==> config.mk <==
export PLATFORM = sky130hd
export DESIGN_NAME = ifetch_unit
export DESIGN_NICKNAME = d
export VERILOG_FILES = /design/src/rtl/ifetch_pkg.sv /design/src/rtl/fetch_fifo.sv /design/src/rtl/ifetch_unit.sv
export SDC_FILE = /design/constraint.sdc
export NUM_CORES = 1
export LEC_CHECK = 0
export CORE_MARGIN = 5
export CORE_UTILIZATION = 49
export DETAILED_ROUTE_END_ITERATION = 16
export GPL_ROUTABILITY_DRIVEN = 0
export MAX_ROUTING_LAYER = met4
export PLACE_DENSITY = 0.79
export REMOVE_ABC_BUFFERS = 1
export SLEW_MARGIN = 20
export SYNTH_ARGS = -nofsm -noshare
export SYNTH_HDL_FRONTEND = slang
export SYNTH_SLANG_ARGS = --single-unit
==> constraint.sdc <==
create_clock -name clk -period 8.75 [get_ports clk]
set_input_delay 1.75 -clock clk [delete_from_list [all_inputs] [get_ports clk]]
set_output_delay 1.75 -clock clk [all_outputs]
set_load 0.05 [all_outputs]
==> src/rtl/ifetch_pkg.sv <==
// Shared fetch-stage types and constants.
// Used by ifetch_unit, fetch_fifo and the decode side.
package ifetch_pkg;

   localparam int XLEN_DEF = 32;

   // ADDI x0,x0,0: decode substitutes this for a flushed slot.
   localparam logic [31:0] INSTR_NOP = 32'h0000_0013;

   localparam int PC_STEP = 4;

   typedef struct packed {
      logic [31:0] pc;
      logic [31:0] instr;
   } fetch_entry_t;

endpackage

==> src/rtl/fetch_fifo.sv <==
// Synchronous circular-buffer FIFO with flush.
// Head data reads as zero while empty.
module fetch_fifo
   import ifetch_pkg::*;
#(
   parameter int DEPTH = 2,
   parameter int W     = 64
) (
   input  logic         clk,
   input  logic         rst,
   input  logic         flush,
   input  logic         push,
   input  logic [W-1:0] wdata,
   input  logic         pop,
   output logic [W-1:0] rdata,
   output logic         valid,
   output logic         full
);

   localparam int AW = (DEPTH > 1) ? $clog2(DEPTH) : 1;

   logic [W-1:0]  mem [DEPTH];
   logic [AW-1:0] rptr;
   logic [AW-1:0] wptr;
   logic [AW:0]   cnt;
   logic          do_push;
   logic          do_pop;

   assign valid   = (cnt != '0);
   assign full    = (cnt == (AW+1)'(DEPTH));
   assign do_pop  = pop && valid;
   assign do_push = push && (!full || do_pop);
   assign rdata   = valid ? mem[rptr] : '0;

   always_ff @(posedge clk) begin
      if (rst || flush) begin
         rptr <= '0;
         wptr <= '0;
         cnt  <= '0;
      end else begin
         if (do_push) begin
            wptr <= wptr + 1'b1;
         end
         if (do_pop) begin
            rptr <= rptr + 1'b1;
         end
         unique case ({do_push, do_pop})
            2'b10:   cnt <= cnt + 1'b1;
            2'b01:   cnt <= cnt - 1'b1;
            default: cnt <= cnt;
         endcase
      end
   end

   // Storage needs no reset: cnt gates every read.
   always_ff @(posedge clk) begin
      if (!rst && !flush && do_push) begin
         mem[wptr] <= wdata;
      end
   end

endmodule

==> src/rtl/ifetch_unit.sv <==
// Fetch stage: PC, ROM addressing, redirect and fetch queue.
// IFETCH_PERF_EN adds perf_fetched / perf_stall counters.
module ifetch_unit
   import ifetch_pkg::*;
#(
   parameter int              XLEN       = 32,
   parameter logic [XLEN-1:0] RESET_PC   = '0,
   parameter int              FIFO_DEPTH = 2
) (
   input  logic            clk,
   input  logic            rst,
   output logic [XLEN-1:0] imem_addr,
   input  logic [XLEN-1:0] imem_instr,
   input  logic            redirect_valid,
   input  logic [XLEN-1:0] redirect_pc,
   output logic            out_valid,
   input  logic            out_ready,
   output logic [XLEN-1:0] out_instr,
   output logic [XLEN-1:0] out_pc
`ifdef IFETCH_PERF_EN
   ,
   output logic [31:0]     perf_fetched,
   output logic [31:0]     perf_stall
`endif
);

   localparam logic [XLEN-1:0] ALIGN = ~XLEN'(3);

   logic [XLEN-1:0]   pc;
   logic              full;
   logic              pop;
   logic              push;
   logic [2*XLEN-1:0] head;

   assign imem_addr = pc;
   assign pop       = out_valid && out_ready;
   // Redirect suppresses the fetch of the stale path.
   assign push      = !redirect_valid && (!full || pop);

   always_ff @(posedge clk) begin
      if (rst) begin
         pc <= RESET_PC;
      end else if (redirect_valid) begin
         pc <= redirect_pc & ALIGN;
      end else if (push) begin
         pc <= pc + XLEN'(PC_STEP);
      end
   end

   fetch_fifo #(
      .DEPTH (FIFO_DEPTH),
      .W     (2*XLEN)
   ) u_fifo (
      .clk   (clk),
      .rst   (rst),
      .flush (redirect_valid),
      .push  (push),
      .wdata ({pc, imem_instr}),
      .pop   (pop),
      .rdata (head),
      .valid (out_valid),
      .full  (full)
   );

   assign {out_pc, out_instr} = head;

`ifdef IFETCH_PERF_EN
   always_ff @(posedge clk) begin
      if (rst) begin
         perf_fetched <= '0;
         perf_stall   <= '0;
      end else begin
         if (push) begin
            perf_fetched <= perf_fetched + 32'd1;
         end
         if (out_valid && !out_ready) begin
            perf_stall <= perf_stall + 32'd1;
         end
      end
   end
`endif

endmodule

==> results.ini, run 1 <==
[synth]
synth-xor-area-share = 0.0393
netlist_instances = 514
synth_fa_ha_area_frac = 0.00374
synth-simple-area-share = 0.115
seq_area_frac_synth = 0.661
yosysMostFrequentCell = edfxtp_1
ys_top_cells_by_count = edfxtp_1, nor2_1, mux2i_1
syn_avg_cell_area_um2 = 13.0
ys_ff_latch = 159
yosys_warnings = 0
synth.top_cell.area_share = 0.556
synth_area_um2 = 6690
synth_flop_cell = edfxtp_1
muxShareOfSynthArea = 0.100
synth_top_family_by_area = simple AND/OR/NAND/NOR gates
yosys-top-cells-area = edfxtp_1, dfxtp_1, mux2i_1, nor2_1, xnor2_1
synth_cell_types = 43
synth_compound_area_frac = 0.0464
synthArstFlopShare = 0
synth_edf_count = 124
yosysTopAreaCell = edfxtp_1

[clocking]
cts-resized-gates = 0
root_buffer = clkbuf_16
post_cts_buffers = 0
htree_num_levels = 4
cts_max_path_buffers = 2
hold_buffers = 0
insertion_delay_ps = 420
cts_buffers = 17
cts_tree = built
cts_num_sinks = 159
clk_pin_slew_ps = 60

[pwr]
powerDensity_nw_per_um2 = 204
p_comb_frac = 0.138
vdd_ir_drop_max_mv = 0.134
swShare = 0.258
p_int_w = 0.00136
seq_power_share = 0.476
p_sw_w = 0.000473
clkPwrFrac = 0.386
power_leakage_nw = 3.06

[hold_path]
min_path_type = flip-flop to flip-flop
worstHoldPathCells = 0

[route]
wl_per_cell_um = 17.6
drtAntennaViolNets = 0
routed_wl_mm = 15.2
via_count = 4519
dr.pass1.iters = 5
drcViolationCount = 0
detail_route.vias_per_cell = 5.25
first_iter_violations = 324

[sta]
fin_worst_skew_ps = 8.82
finalHoldViolations = 0
setup_viol = 0
maxSlewViolCount = 0
worstMarginPinSlew_ps = 1110
min_period_ps = 4520
relSlewSlack = 0.257
rsz0062_at_grt = no
timing.fmax_ghz = 0.221
fin_crit_sh = 0.516
setup_tns_ps = 0

[layout]
final_cell_count_no_fill = 860
finish.utilization = 0.677
fillCellCount = 975
nNetsFinal = 741
num_antenna_cells = 0
multi_input_area_um2 = 2070
ff_latch_area_um2 = 4430
drive_above_1_share = 0.0702
areaGrowthSynthToFinish_pct = 34.4

[place]
io_buffers = 158
dp_cells = 828
dp_hpwl_mm = 10.1

[worst_setup_path]
r2r_cells = 7
critical_path_peak_fanout = 33
worst_setup_path_end_kind = output pin
criticalPathCategory = flip-flop to output pin
cp-start-kind = flip-flop
worstPathArrival_ps = 2770
required_ps = 7000

[die]
num_rows = 42
start_util = 0.503
die_height_um = 127
die_w_um = 127
design.die.area_um2 = 16100
num_io_pins = 165
core_um2 = 13300

[global_route]
grt_pass1_vias = 4557
gr-total-overflow = 0
grt_pass1_wl_mm = 24.2
grt_max_degree = 63
grtUsageTotal = 0.199
antenna_found_initial = 0

[run_status]
status = completed

[run]
drv_cap = 0

## registers in the layout, summed over array words and instances (netlist names), named ones only
signal / count
u_fifo.cnt: 2
u_fifo.mem: 124
u_fifo.rptr: 1
imem_addr: 30
u_fifo.wptr: 1
## layout make-up
class	instances	area share
Multi-Input combinational cell	307	0.230
Clock buffer	19	0.0481
Tap cell	176	0.0245
Timing Repair Buffer	165	0.181
Clock inverter	13	0.0153
Inverter	21	0.00876
Sequential cell	159	0.492
## cells in the final DEF (no fill, tap or decap), drive strengths merged, types with 6 or more instances in the layout
cell type	instances
inv	24
nand3	7
xnor2	22
mux2i	67
and2	6
xor2	8
clkdlybuf4s50	157
nand2	17
edfxtp	124
a21oi	22
buf	8
nand4	19
clkbuf	19
dfxtp	35
o21a	17
nor2	82
## routing by layer
metal  vias up  track usage  routed length (µm)
met5         -            -                   0
li1       2168            -                   -
met4         0       0.0656                 209
met1      2181        0.242                6340
met3        18       0.0433                 905
met2       152        0.331                7700
## cells by family (layout without fill, tap and decap cells)
kind of cell / after synthesis / after routing
AOI/OAI and AO/OA: 49 / 49
adders and majority gates: 2 / 2
DFF: 159 / 159
muxes: 67 / 67
and+or+nand+nor: 155 / 155
buffers and inverters: 51 / 218
other: 1 / 4
xor gates and xnor gates: 30 / 30
## power by group through the flow
| stage | clock network (W) | registers (W) | logic (W) |
|---|---|---|---|
| after floorplan | 0 | 0.000917 | 0.000119 |
| after global placement | 0 | 0.000887 | 0.000251 |
| after detailed placement | 0 | 0.000890 | 0.000255 |
| after CTS | 0.000723 | 0.000874 | 0.000256 |
| after global routing | 0.000759 | 0.000878 | 0.000268 |
| final | 0.000708 | 0.000874 | 0.000253 |
## critical path, stage by stage, from the launching register on
cell	delay [ps]
dfxtp_1	390
nor2_4	620
buf_4	470
nor2_1	110
clkdlybuf4s50_1	720
## path summary, 6_finish.rpt
path | to | startpoint | slack [ps]
setup / recovery | out_pc[20] | u_fifo.cnt[0] | 4230
hold / removal | u_fifo.mem[0][62] | imem_addr[30] | 490
setup reg to reg | u_fifo.cnt[1] | u_fifo.cnt[0] | 6020
hold reg to reg | u_fifo.mem[0][62] | imem_addr[30] | 490
## stage by stage
stage | setup slack [ps] | instance area, µm² | hold WS [ps] | total power (W)
after floorplan | 1490 | 6560 | 475 | 0.00104
after global placement | 4680 | 8430 | 477 | 0.00114
after detailed placement | 4620 | 8430 | 476 | 0.00115
after CTS | 4190 | 9000 | 491 | 0.00185
after global routing | 4060 | 9000 | 505 | 0.00191
final | 4230 | 9000 | 488 | 0.00184
Power figures use the tool's default switching activity.
==> run 2, diff against run 1 <==
Clock period 8.75 ns to 4.5 ns, I/O delays scaled along.
==> results.ini, run 2 (synthesized netlist as in run 1, its figures left out) <==
[hold_path]
hold_start = imem_addr[30]
worstHoldPathCells = 0
min_path_type = flip-flop to flip-flop
min_to = u_fifo.mem[1][62]

[clocking]
cts_tree = built
cts_max_path_buffers = 2
hold_buffers = 0
clk_pin_slew_ps = 60
cts_num_sinks = 159
root_buffer = clkbuf_16
htree_num_levels = 4
insertion_delay_ps = 410
cts-resized-gates = 0
post_cts_buffers = 0
cts_buffers = 17

[run]
drv_cap = 0

[worst_setup_path]
cp_cell_sequence = mux2i_1 -> nor2_1 -> clkdlybuf4s50_1
r2r_cells = 7
r2r_start = u_fifo.cnt[0]
crit_buf_inv = 1
slowest_stage = dfxtp_4
slowest_delay_ps = 1080
rrSetupSlack_ps = 1940
criticalPathCategory = flip-flop to output pin
required_ps = 3600
timing.rr.end = u_fifo.cnt[1]
cp-start-kind = flip-flop
critical_path_peak_fanout = 62
worst_setup_path_end_kind = output pin
crit_family = flip-flops
worstPathArrival_ps = 2730

[global_route]
antenna_found_initial = 0
grt_max_degree = 63
grtUsageTotal = 0.196
gr-total-overflow = 0
grt_pass1_wl_mm = 24.0
grt_pass1_vias = 4597

[layout]
final_cell_mix = clkdlybuf4s50_1, edfxtp_1, nor2_1
largest_reg_flops = 124
final_common_cell = clkdlybuf4s50_1
final_cell_count_no_fill = 860
nNetsFinal = 741
num_antenna_cells = 0
regMostFlops = u_fifo.mem
drive_above_1_share = 0.0716
areaGrowthSynthToFinish_pct = 35.0
finish.utilization = 0.680

[route]
drtAntennaViolNets = 0
wl_per_cell_um = 17.6
first_iter_violations = 252
routed_wl_mm = 15.1
detail_route.vias_per_cell = 5.22
dr.pass1.iters = 4
drcViolationCount = 0
via_count = 4489

[sta]
relSlewSlack = 0.258
min_period_ps = 3630
setup_viol = 0
finalHoldViolations = 0
fin_crit_sh = 0.807
worstMarginPinSlew_ps = 1110
fin_worst_skew_ps = 5.86
timing.fmax_ghz = 0.275
rsz0062_at_grt = no
maxSlewViolCount = 0

[place]
io_buffers = 158
dp_hpwl_mm = 9.94
dp_cells = 828

[die]
die_height_um = 127
num_rows = 42
core_um2 = 13300
design.die.area_um2 = 16100
die_w_um = 127
num_io_pins = 165
start_util = 0.503

[pwr]
power_leakage_nw = 3.08
powerDensity_nw_per_um2 = 401
vdd_ir_drop_max_mv = 0.255
power_w = 0.00362

[run_status]
status = completed

==> run 2: cell count changes in the layout (fill, tap and decap cells not counted) <==
cell / delta
buf_12: +1
buf_4: -1
bufinv_16: +1
inv_8: +1
clkinv_2: +1
inv_6: -2
clkbuf_1: -1
==> run 2: per-stage QoR <==
step           cell area, µm²  hold WS, ps  TNS, ps  setup slack [ps]
5_1_grt                  9040          511        0               737
6_report                 9040          486        0               869
3_5_place_dp             8440          467        0              1300
3_3_place_gp             8440          477        0              1330
4_1_cts                  9040          486        0               805
2_1_floorplan            6560          475  -214570             -1910
==> run 2: final cells by class <==
cell class                 count  area, µm²
tap                          176        220
clock buffer                  18        429
clock inverter                14        166
sequential                   159       4430
inverter                      21       78.8
fill                         927       4260
timing repair buffer         165       1640
multi-input combinational    307       2070
==> run 2: routing by layer <==
layer  vias to the layer above  track usage  part of all wire
met3                         6       0.0395             0.055
met2                       153        0.319              0.51
met1                      2175        0.244              0.43
met5                         -            -                 0
met4                         0       0.0744            0.0060
li1                       2155            -                 -
==> run 2: worst max path at each step <==
stage	start	endpoint	cells after the start	slack (ps)
after global placement	flip-flop	out_pc[11]	3	1330
after floorplan	redirect_valid	u_fifo.mem[1][0]	2	-1910
after global routing	flip-flop	out_pc[2]	3	740
after CTS	flip-flop	out_pc[2]	3	810
final	flip-flop	out_pc[2]	3	870
after detailed placement	flip-flop	out_pc[11]	3	1300
==> run 2: power breakdown <==
part | leakage, nW | total (W) | switching, W | internal (W)
logic | 1.36 | 0.000496 | 0.000307 | 0.000189
registers | 1.44 | 0.00170 | 0.0000519 | 0.00165
clock network | 0.281 | 0.00143 | 0.000558 | 0.000872
==> run 3, diff against run 2 <==
Settings changed: CORE_UTILIZATION 49 to 45, PLACE_DENSITY 0.79 to 0.77.
Clock period 4.5 ns to 3.08 ns, I/O delays scaled along.
==> results.ini, run 3 (synthesized netlist as in run 1, its figures left out) <==
[run_status]
status = completed

[layout]
largest_reg_flops = 124
final_common_cell = clkdlybuf4s50_1
drive_above_1_share = 0.0839
fillCellCount = 1098
nNetsFinal = 748
finish.utilization = 0.623
regMostFlops = u_fifo.mem
final_cell_mix = clkdlybuf4s50_1, edfxtp_1, nor2_1
areaGrowthSynthToFinish_pct = 35.8
design_area_um2 = 9090
num_antenna_cells = 0

[worst_setup_path]
worstPathArrival_ps = 2400
r2r_cells = 3
cp_cell_sequence = nor2_2 -> nor2_1 -> clkdlybuf4s50_1
slowest_delay_ps = 740
slowest_stage = clkdlybuf4s50_1
required_ps = 2460
cp-start-kind = flip-flop
worst_setup_path_end_kind = output pin
critical_path_peak_fanout = 10
criticalPathCategory = flip-flop to output pin

[sta]
maxSlewViolCount = 0
worstMarginPinSlew_ps = 946
setup_tns_ps = 0
fin_worst_skew_ps = 8.82
timing.fmax_ghz = 0.331
min_period_ps = 3020
fin_crit_sh = 0.980
setup_viol = 0
rsz0062_at_grt = yes
finalHoldViolations = 0
relSlewSlack = 0.368

[route]
routed.top_layer = met4
wl_met2_mm = 7.46
wl_met1_mm = 6.94
dr.pass1.iters = 4
first_iter_violations = 353
wl_per_cell_um = 17.9
met3_length_um = 948
drcViolationCount = 0
drtAntennaViolNets = 0
via_count = 4505
routed_wl_mm = 15.7
detail_route.vias_per_cell = 5.15

[clocking]
insertion_delay_ps = 420
cts_tree = built
cts_max_path_buffers = 2
cts_buffers = 17
htree_num_levels = 4
root_buffer = clkbuf_16
hold_buffers = 0
clk_pin_slew_ps = 60
cts_num_sinks = 159

[global_route]
gr-total-overflow = 0
grtUsageTotal = 0.185
grt_max_degree = 55
antenna_found_initial = 0
grt_pass1_wl_mm = 24.7
grt_pass1_vias = 4629

[die]
design.die.area_um2 = 17400
core_um2 = 14600
die_height_um = 132
start_util = 0.459
die_w_um = 132
num_io_pins = 165
num_rows = 44

[pwr]
powerDensity_nw_per_um2 = 584
power_w = 0.00530
vdd_ir_drop_max_mv = 0.432
power_leakage_nw = 3.20

[hold_path]
min_path_type = flip-flop to flip-flop
worstHoldPathCells = 0

[run]
drv_cap = 0

[place]
io_buffers = 158
dp_hpwl_mm = 10.3
placed_cell_area_um2 = 8490

-- run 3: cell count changes in the layout (fill, tap and decap cells not counted), sizes merged --
cell	delta
dlygate4sd2	+20
nor2	+2
clkdlybuf4s50	-20
clkinv	-1
inv	+1
buf	+5
-- run 3: power breakdown --
part | internal, W | total, W | switching, W
logic | 0.000269 | 0.000730 | 0.000462
registers | 0.00241 | 0.00248 | 0.0000704
clock network | 0.00127 | 0.00210 | 0.000825
total | 0.00395 | 0.00530 | 0.00136
-- run 3: critical path, delay by kind of cell (launching register included) --
family | cells | cell delay, ps
flops | 1 | 450
simple gates | 2 | 790
buf+inv | 1 | 740
-- run 3: final cells by class --
cell class | count | area [µm²] | share of cell area
multi-input cells | 309 | 2090 | 0.230
clock inverters | 14 | 165 | 0.0182
inverters | 21 | 78.8 | 0.00867
flip-flops and latches | 159 | 4430 | 0.487
repair buffers | 170 | 1670 | 0.183
clock buffers | 18 | 429 | 0.0472
well taps | 184 | 230 | 0.0253
-- run 3: worst paths after layout --
kind	startpoint	slack (ps)	to
hold reg to reg	imem_addr[30]	510	u_fifo.mem[0][62]
setup reg to reg	u_fifo.cnt[1]	810	u_fifo.mem[0][17]
setup / recovery	u_fifo.cnt[1]	60	out_pc[2]
hold / removal	imem_addr[30]	510	u_fifo.mem[0][62]
-- run 3: repair_timing --
item                       in CTS  in global routing
setup endpoints to repair      55                 11
setup buffers                   0                  2
pin swaps                       1                  1
gates cloned                    2                  0
gates resized for setup        22                  0
-- run 3: per-stage QoR --
stage	setup WS, ps	hold WS [ps]	std cells
after global placement	152	467	839
after global routing	-42.1	532	875
after floorplan	-3040	475	487
final	61.2	509	875
after detailed placement	42.6	497	839
after CTS	45.0	516	873
-- run 3: metal layers --
layer  up-vias  global-route usage
met5         -                   -
met4         0              0.0651
met3        25              0.0447
met2       149               0.286
met1      2154               0.240
li1       2177                   -
